--- src/rtl/mem_port_arbiter_if.sv ---
// mem_port_arbiter_if: bundle of every non-clock signal around the memory
// port arbiter.
//   i_*  instruction-fetch port (read-only requester)
//   d_*  data-memory-controller port (read/write requester)
//   m_*  single-ported memory request/acknowledge bus
//   grant_data  status flag, high while the data port owns the bus
// Modports:
//   slave  - the arbiter's view (serves both requesters, drives memory bus)
//   master - the environment's view (requesters plus the memory itself)
interface mem_port_arbiter_if #(
  parameter int ADDR_W = 30
);
  logic              i_read_en;
  logic [ADDR_W-1:0] i_addr;
  logic [31:0]       i_rdata;
  logic              i_ready;

  logic              d_read_en;
  logic [3:0]        d_write_en;
  logic [ADDR_W-1:0] d_addr;
  logic [31:0]       d_wdata;
  logic [31:0]       d_rdata;
  logic              d_ready;

  logic              m_req;
  logic [3:0]        m_we;
  logic [ADDR_W-1:0] m_addr;
  logic [31:0]       m_wdata;
  logic              m_ack;
  logic [31:0]       m_rdata;
  logic              m_timeout;
  logic              grant_data;

  modport slave (
    input  i_read_en, i_addr, d_read_en, d_write_en, d_addr, d_wdata,
           m_ack, m_rdata,
    output i_rdata, i_ready, d_rdata, d_ready,
           m_req, m_we, m_addr, m_wdata, m_timeout, grant_data
  );

  modport master (
    output i_read_en, i_addr, d_read_en, d_write_en, d_addr, d_wdata,
           m_ack, m_rdata,
    input  i_rdata, i_ready, d_rdata, d_ready,
           m_req, m_we, m_addr, m_wdata, m_timeout, grant_data
  );
endinterface

--- src/rtl/mem_port_arbiter.sv ---
// mem_port_arbiter: shares one single-ported 32-bit memory between the
// instruction-fetch port and the data-memory-controller port.
//   clock  rising-edge system clock
//   reset  asynchronous active-low reset
//   bus    mem_port_arbiter_if.slave: fetch port, data port, memory bus
// One requester is granted at a time; its command is latched on the grant
// edge and held on the memory bus until m_ack (or watchdog expiry). The
// granted port then sees a one-cycle ready pulse with its read data.
// Fetch is protected from starvation by limiting consecutive data grants
// while fetch is waiting.
module mem_port_arbiter #(
  parameter int          ADDR_W          = 30,
  parameter int          MAX_DATA_STREAK = 4,
  parameter int          TIMEOUT_CYCLES  = 255,
  parameter logic [31:0] ERR_DATA        = 32'hDEAD_BEEF
) (
  input logic               clock,
  input logic               reset,
  mem_port_arbiter_if.slave bus
);

  localparam logic [3:0] STREAK_MAX   = 4'(MAX_DATA_STREAK);
  localparam logic [7:0] TIMEOUT_LAST = 8'(TIMEOUT_CYCLES - 1);

  typedef enum logic [2:0] {IDLE, WAIT_D, WAIT_I, RESP_D, RESP_I} state_t;

  state_t            state_reg, state_next;
  logic [3:0]        streak_reg, streak_next;
  logic [7:0]        tcnt_reg, tcnt_next;
  logic [ADDR_W-1:0] addr_reg, addr_next;
  logic [3:0]        we_reg, we_next;
  logic [31:0]       wdata_reg, wdata_next;
  logic [31:0]       i_rdata_reg, i_rdata_next;
  logic [31:0]       d_rdata_reg, d_rdata_next;
  logic              timeout_reg, timeout_next;

  logic d_req;
  logic i_req;

  // A non-zero byte mask makes the access a write regardless of d_read_en.
  assign d_req = bus.d_read_en | (|bus.d_write_en);
  assign i_req = bus.i_read_en;

  always_comb begin
    state_next   = state_reg;
    streak_next  = streak_reg;
    tcnt_next    = tcnt_reg;
    addr_next    = addr_reg;
    we_next      = we_reg;
    wdata_next   = wdata_reg;
    i_rdata_next = i_rdata_reg;
    d_rdata_next = d_rdata_reg;
    timeout_next = 1'b0;

    case (state_reg)
      IDLE: begin
        tcnt_next = '0;
        if (d_req && (!i_req || (streak_reg < STREAK_MAX))) begin
          state_next = WAIT_D;
          addr_next  = bus.d_addr;
          we_next    = bus.d_write_en;
          wdata_next = bus.d_wdata;
          // Only data grants that make fetch wait count toward the streak.
          if (!i_req) begin
            streak_next = '0;
          end else if (streak_reg != STREAK_MAX) begin
            streak_next = streak_reg + 4'd1;
          end
        end else if (i_req) begin
          state_next  = WAIT_I;
          addr_next   = bus.i_addr;
          we_next     = '0;
          wdata_next  = '0;
          streak_next = '0;
        end else begin
          streak_next = '0;
        end
      end

      WAIT_D, WAIT_I: begin
        // An ack arriving on the expiry cycle takes priority over the watchdog.
        if (bus.m_ack) begin
          if (state_reg == WAIT_D) begin
            d_rdata_next = bus.m_rdata;
            state_next   = RESP_D;
          end else begin
            i_rdata_next = bus.m_rdata;
            state_next   = RESP_I;
          end
        end else if (tcnt_reg >= TIMEOUT_LAST) begin
          timeout_next = 1'b1;
          if (state_reg == WAIT_D) begin
            d_rdata_next = ERR_DATA;
            state_next   = RESP_D;
          end else begin
            i_rdata_next = ERR_DATA;
            state_next   = RESP_I;
          end
        end else begin
          tcnt_next = tcnt_reg + 8'd1;
        end
      end

      // Requesters still hold their enables here, so no arbitration happens
      // until the following IDLE cycle.
      RESP_D, RESP_I: state_next = IDLE;

      default: state_next = IDLE;
    endcase
  end

  always_ff @(posedge clock or negedge reset) begin
    if (!reset) begin
      state_reg   <= IDLE;
      streak_reg  <= '0;
      tcnt_reg    <= '0;
      addr_reg    <= '0;
      we_reg      <= '0;
      wdata_reg   <= '0;
      i_rdata_reg <= '0;
      d_rdata_reg <= '0;
      timeout_reg <= 1'b0;
    end else begin
      state_reg   <= state_next;
      streak_reg  <= streak_next;
      tcnt_reg    <= tcnt_next;
      addr_reg    <= addr_next;
      we_reg      <= we_next;
      wdata_reg   <= wdata_next;
      i_rdata_reg <= i_rdata_next;
      d_rdata_reg <= d_rdata_next;
      timeout_reg <= timeout_next;
    end
  end

  // m_req is decoded from the state register so reset removes it at once.
  assign bus.m_req      = (state_reg == WAIT_D) || (state_reg == WAIT_I);
  assign bus.m_we       = we_reg;
  assign bus.m_addr     = addr_reg;
  assign bus.m_wdata    = wdata_reg;
  assign bus.m_timeout  = timeout_reg;
  assign bus.grant_data = (state_reg == WAIT_D) || (state_reg == RESP_D);
  assign bus.i_ready    = (state_reg == RESP_I);
  assign bus.d_ready    = (state_reg == RESP_D);
  assign bus.i_rdata    = i_rdata_reg;
  assign bus.d_rdata    = d_rdata_reg;

endmodule

--- src/flat_wrapper.sv ---
// flat-port wrapper written by rule: the top's interface ports become plain ports
module mem_port_arbiter_flat 
#(
  parameter int          ADDR_W          = 30,
  parameter int          MAX_DATA_STREAK = 4,
  parameter int          TIMEOUT_CYCLES  = 255,
  parameter logic [31:0] ERR_DATA        = 32'hDEAD_BEEF
)
  (clock, reset, bus_i_read_en, bus_i_addr, bus_d_read_en, bus_d_write_en, bus_d_addr, bus_d_wdata, bus_m_ack, bus_m_rdata, bus_i_rdata, bus_i_ready, bus_d_rdata, bus_d_ready, bus_m_req, bus_m_we, bus_m_addr, bus_m_wdata, bus_m_timeout, bus_grant_data);
  mem_port_arbiter_if #(.ADDR_W(ADDR_W)) bus_i ();
  input logic clock;
  input logic reset;
  input wire logic [$bits(bus_i.i_read_en)-1:0] bus_i_read_en;
  input wire logic [$bits(bus_i.i_addr)-1:0] bus_i_addr;
  input wire logic [$bits(bus_i.d_read_en)-1:0] bus_d_read_en;
  input wire logic [$bits(bus_i.d_write_en)-1:0] bus_d_write_en;
  input wire logic [$bits(bus_i.d_addr)-1:0] bus_d_addr;
  input wire logic [$bits(bus_i.d_wdata)-1:0] bus_d_wdata;
  input wire logic [$bits(bus_i.m_ack)-1:0] bus_m_ack;
  input wire logic [$bits(bus_i.m_rdata)-1:0] bus_m_rdata;
  output wire logic [$bits(bus_i.i_rdata)-1:0] bus_i_rdata;
  output wire logic [$bits(bus_i.i_ready)-1:0] bus_i_ready;
  output wire logic [$bits(bus_i.d_rdata)-1:0] bus_d_rdata;
  output wire logic [$bits(bus_i.d_ready)-1:0] bus_d_ready;
  output wire logic [$bits(bus_i.m_req)-1:0] bus_m_req;
  output wire logic [$bits(bus_i.m_we)-1:0] bus_m_we;
  output wire logic [$bits(bus_i.m_addr)-1:0] bus_m_addr;
  output wire logic [$bits(bus_i.m_wdata)-1:0] bus_m_wdata;
  output wire logic [$bits(bus_i.m_timeout)-1:0] bus_m_timeout;
  output wire logic [$bits(bus_i.grant_data)-1:0] bus_grant_data;
  assign bus_i.i_read_en = bus_i_read_en;
  assign bus_i.i_addr = bus_i_addr;
  assign bus_i.d_read_en = bus_d_read_en;
  assign bus_i.d_write_en = bus_d_write_en;
  assign bus_i.d_addr = bus_d_addr;
  assign bus_i.d_wdata = bus_d_wdata;
  assign bus_i.m_ack = bus_m_ack;
  assign bus_i.m_rdata = bus_m_rdata;
  assign bus_i_rdata = bus_i.i_rdata;
  assign bus_i_ready = bus_i.i_ready;
  assign bus_d_rdata = bus_i.d_rdata;
  assign bus_d_ready = bus_i.d_ready;
  assign bus_m_req = bus_i.m_req;
  assign bus_m_we = bus_i.m_we;
  assign bus_m_addr = bus_i.m_addr;
  assign bus_m_wdata = bus_i.m_wdata;
  assign bus_m_timeout = bus_i.m_timeout;
  assign bus_grant_data = bus_i.grant_data;
  mem_port_arbiter #(.ADDR_W(ADDR_W), .MAX_DATA_STREAK(MAX_DATA_STREAK), .TIMEOUT_CYCLES(TIMEOUT_CYCLES), .ERR_DATA(ERR_DATA)) u_core (.clock(clock), .reset(reset), .bus(bus_i));
endmodule
--- config.mk ---
export PLATFORM = sky130hd
export DESIGN_NAME = mem_port_arbiter_flat
export DESIGN_NICKNAME = d
export VERILOG_FILES = /design/src/rtl/mem_port_arbiter_if.sv /design/src/rtl/mem_port_arbiter.sv /design/src/flat_wrapper.sv
export SDC_FILE = /design/constraint.sdc
export NUM_CORES = 1
export LEC_CHECK = 0
export ABC_CLOCK_PERIOD_IN_PS = 2400
export BUFFER_PORTS_ARGS = -buffer_cell sky130_fd_sc_hd__buf_4
export CORE_MARGIN = 2
export CORE_UTILIZATION = 35
export DETAILED_ROUTE_END_ITERATION = 16
export GPL_TIMING_DRIVEN = 1
export PLACE_DENSITY_LB_ADDON = 0.1
export SYNTH_ARGS = -nofsm -noshare
export SYNTH_HDL_FRONTEND = slang
export SYNTH_SLANG_ARGS = --single-unit
--- constraint.sdc ---
create_clock -name clock -period 2.4 [get_ports clock]
set_clock_uncertainty 0.1 [all_clocks]
set_input_delay 0.48 -clock clock [delete_from_list [all_inputs] [get_ports clock]]
set_output_delay 0.48 -clock clock [all_outputs]
set_load 0.02 [all_outputs]
==> Word level (Yosys, flattened, before mapping) <==
Index checks and enable logic that the tools add are counted.
{ "totals": {"ff_bits": 146, "word_cells": 71} }
{ "classes": {"addsub": 2, "n_lt_le_gt_ge": 2, "eq_ne": 10, "mux": 29, "bitwise": 2, "n_reduce_logical": 17} }
{ "ops": {"columns": ["op", "count"], "rows": [
  ["$mux 32", 10],
  ["$mux 30", 2],
  ["$mux 4", 5],
  ["$mux 8", 2],
  ["$pmux 8 s2", 1],
  ["$mux 3", 5],
  ["$reduce_and 3->1", 3],
  ["$add 8x1->8 const B", 1],
  ["$ge 8x8->1 const B", 1],
  ["$eq 3x2->1 const B", 2],
  ["$ne 3x2->1 const B", 2],
  ["$pmux 3 s2", 1],
  ["$reduce_and 2->1", 3],
  ["$reduce_bool 2->1", 3],
  ["$add 4x1->4 const B", 1],
  ["$lt 4x3->1 const B", 1],
  ["$ne 2x2->1 const B", 2],
  ["$ne 4x3->1 const B", 1],
  ["$reduce_or 4->1", 1],
  ["$eq 3x1->1 const B", 1],
  ["$eq 3x3->1 const B", 1],
  ["$logic_not 3->1", 1],
  ["$logic_or 1x1->1", 3],
  ["$mux 1", 3],
  ["6 further kinds", 6]
]} }

==> Longest topological paths before layout <==
{ "logic_depth": {"depth_word": 5, "ltp_mapped": 8, "mapped_depth_nobuf": 7} }

==> Worst setup path after synthesis <==
OpenSTA, ideal clock, no wires.
{ "synth_timing": {"path_kind": "reg2reg", "start": "register u_core.tcnt_reg[0]", "end": "register u_core.d_rdata_reg[10], in the netlist u_core.bus.d_rdata[10]", "setup_ps": 137, "t_arrival_ps": 1758, "t_required_ps": 2163, "setup_slack_ps": 404, "stages_incl_launch_ff": 9, "period_less_slack_ps": 1996, "path_cell_list": "dfrtp_1 > inv_1 > ha_1 > or2_2 > a41o_2 > and2_1 > buf_4 > buf_4 > a2bb2oi_1"} }
{ "synth_via": {"elab_chain_len": 3} }
{ "synth_rtl": {"columns": ["element", "line_no", "rtl"], "rows": [
  ["start, declared", "mem_port_arbiter.sv:29", "logic [7:0] tcnt_reg, tcnt_next;"],
  ["start signal, assigned", "mem_port_arbiter.sv:126", "tcnt_reg <= tcnt_next;"],
  ["$ge 8x8->1", "mem_port_arbiter.sv:90", "end else if (tcnt_reg >= TIMEOUT_LAST) begin"],
  ["$reduce_bool 2->1 (no source line)", null, null],
  ["$reduce_and 3->1 (no source line)", null, null],
  ["end signal, assigned", "mem_port_arbiter.sv:131", "d_rdata_reg <= d_rdata_next;"],
  ["end, declared", "mem_port_arbiter.sv:34", "logic [31:0] d_rdata_reg, d_rdata_next;"]
]} }
No other way between the ends.
A chain may end at the register's enable or synchronous reset.

==> Final worst setup path <==
{ "layout_timing": {"start": "register u_core.state_reg[1]", "end": "output bus_m_req"} }
{ "layout_via": {"elab_chain_len": 2, "elab_cells_between_ends": 3, "classes_between": "2 x eq/ne; 1 x reduce/logical"} }
{ "layout_rtl": {"columns": ["element", "line_no", "rtl"], "rows": [
  ["start, declared", "mem_port_arbiter.sv:27", "state_t state_reg, state_next;"],
  ["start signal, assigned", "mem_port_arbiter.sv:124", "state_reg <= state_next;"],
  ["$eq 3x1->1 or $eq 3x2->1 (tied branches)", "mem_port_arbiter.sv:137", "assign bus.m_req = (state_reg == WAIT_D) || (state_reg == WAIT_I);"],
  ["$logic_or 1x1->1 (*)", "mem_port_arbiter.sv:137", null],
  ["end, declared", "flat_wrapper.sv:25", "output wire logic [$bits(bus_i.m_req)-1:0] bus_m_req;"]
]} }
Mark *: on every way between the ends. The rest lies on a longest branch, timed or not.

==> reports/results.tsv <==
metric	value	unit
dpl ws	213	ps
area of the core	16700	um^2
final layout net count	910	
drt pass-1 iters	4	
TNS Setup	0	ps
ys async rst share	100	%
Clock transition at path regs	60	ps
Setup Fix Bufs, Post-CTS	0	
total track usage	20.0	%
combinational share of power	47.8	%
Int Pwr	0.00824	W
Rows	47	
Synth Flop Type	dfrtp_1	
Critical Path Fanout Max	10	
Die X	135	um
first-pass GRT wire length	28600	um
via count	5172	
Synth warnings	0	
power density cells	1520	nW/um^2
Bufs on Longest Clock Path	2	
number of DRC markers in iteration 0	319	
Post-Syn Area	6030	um^2
IO Count	268	
Sequential Power Share	31.6	%
Clock Power Share	20.6	%
Psw	0.00534	W
number of clock sinks	146	
Total Wirelength	18000	um
maxcap violations	0	
r2r setup slk	240	ps
sequential share of the synthesized area	60.6	%
leading cell type by number of instances after synthesis	dfrtp_1	
I/O Buffers	267	
post-synth cell types	46	
endpoints failing setup	0	
fraction of layout cells with a size suffix above 1	43.9	%
CP Class	register to primary output	
number of global-route vias before repair	5332	
CTS Buf Count	17	
DRC errors left	0	
Sw Ratio	39.3	%
# fillers	1484	
Worst slew margin	63.3	%
Crit path required time	1820	ps
CTS root buf	clkbuf_16	
Post-Syn Instances	509	
placed wire-length estimate	12600	um
crit path launch type	register	
ANT nets after route	0	
Post-Syn Area per Cell	11.8	um^2
max-slew violation count	0	
Skew-Pair Late Insertion Delay	420	ps
fmax	0.435	GHz
Wirelength per Cell	17.9	um
Congestion Overflow GR	0	
status	complete, no violations	
Final Hold Fails	0	
Worst Path Arrival	1720	ps
EDFF count, synth	0	
period utilisation layout	95.8	%
initial antenna violation count	0	
setup ws final	102	ps
syn nets	646	
die height	135	um
nature of the critical path endpoint	primary output	
Yosys top cell by area	dfrtp_1	
RSZ-0062 raised after global routing	no	
min-delay worst type	input pin to register	
Area Overhead vs Synth	48.1	%
actual slew at the worst max-slew pin	547	ps
#FFs+latches synth	146	
Die Area	18300	um^2
Synth top area share	60.6	%
largest net degree at the start of global routing	69	
Antenna diodes	0	
Via density	5.15	
CTS tree	done	
min Tclk post-route	2300	ps
Placer Congestion	0.788	
Leak Pwr	4.16	nW
synth cell count leaders	dfrtp_1 (146), a21oi_1 (48), a2bb2oi_1 (48)	
Synth area leaders	dfrtp_1 (61%), a2bb2oi_1 (7.0%), a22o_1 (4.9%)	
H-tree levels	4	
Initial Utilization	36.1	%
peak supply drop	0.690	mV
==> kinds of logic (layout without fill, tap and decap cells) <==
kind of cell	after synthesis	count (layout)	share of synthesized area, %
adder cells (fa/ha/maj)	4	4	0.830
AO/OA/AOI/OAI	192	192	24.5
flip-flops	146	146	60.6
XOR/XNOR	2	2	0.291
AND/OR/NAND/NOR	118	118	9.61
buffers and inverters	47	323	4.15
==> stage by stage <==
stage / utilization, % / instance area (um^2) / power, W / hold slack [ps] / std cells
2_1_floorplan: - / 6030 / 0.00807 / 84.4 / 509
3_3_place_gp: 49.7 / 8300 / 0.0107 / 348 / 973
3_5_place_dp: 49.7 / 8300 / 0.0108 / 349 / 973
4_1_cts: 53.5 / 8930 / 0.0137 / 152 / 1005
5_1_grt: 53.5 / 8930 / 0.0144 / 153 / 1005
6_report: 53.5 / 8930 / 0.0136 / 170 / 1005
==> layout by cell type (no fill, tap or decap), types with 4 or more instances in the layout <==
cell type  synthesis  final
a21oi_1           48     46
a21oi_2           16     17
a22o_1            34     34
a2bb2oi_1         48     48
a31oi_1            5      5
a32o_1            18     18
buf_12             0      4
buf_4              6    278
bufinv_16          0      4
clkbuf_16          0     17
dfrtp_1          146    146
ha_1               4      4
inv_1              6      6
nand2_1           40     40
nand3_1            4      4
nor2_1            31     31
nor2b_1           26     25
o21ai_0            4      4
o21ai_1            4      4
==> power by group through the flow <==
stage	Clock, W	Sequential [W]	Combinational [W]
floorplan	0	0.00557	0.00250
global placement	0	0.00429	0.00641
detailed placement	0	0.00430	0.00653
CTS	0.00285	0.00430	0.00653
global route	0.00299	0.00444	0.00694
finish	0.00280	0.00429	0.00648
==> critical path, stage by stage (launching register included) <==
cell and delay [ps]:
dfrtp_1 370, buf_4 160, xnor2_1 140, or2_4 280, inv_2 170, buf_4 180
==> final timing paths <==
path                                               end  cells past startpoint                 from
worst max-delay path                         bus_m_req                      5  u_core.state_reg[1]
worst min-delay path            u_core.bus.m_wdata[10]                      2      bus_d_wdata[10]
worst max register to register  u_core.bus.m_wdata[19]                      4  u_core.state_reg[2]
worst min register to register      u_core.bus.m_we[2]                      2   u_core.bus.m_we[2]
max in group asynchronous         u_core.streak_reg[2]                      3                reset
min in group asynchronous       u_core.bus.d_rdata[14]                      2                reset
==> routing by layer <==
metal | track usage [%] | vias to the layer above | share of wire, %
li1 | - | 2385 | -
met3 | 6.43 | 42 | 7.9
met2 | 31.1 | 200 | 47
met5 | 0 | - | 0
met1 | 25.3 | 2545 | 41
met4 | 9.84 | 0 | 3.5
==> final cells by class <==
class / instances / area (um^2) / share of cell area [%]
well taps: 220 / 275 / 3.08
repair buffers: 284 / 2190 / 24.5
multi-input cells: 316 / 2160 / 24.2
inverters: 8 / 30.0 / 0.336
clock buffers: 18 / 439 / 4.92
flip-flops and latches: 146 / 3650 / 40.9
clock inverters: 13 / 184 / 2.06
==> repair_timing <==
action / in CTS / in global routing
hold buffers: 1 / 0
gates resized for setup: 0 / 1
endpoints found under the hold margin: 47 / 0
endpoints found under the setup margin: 0 / 1
Note: power is estimated with default switching activity, not from simulation.
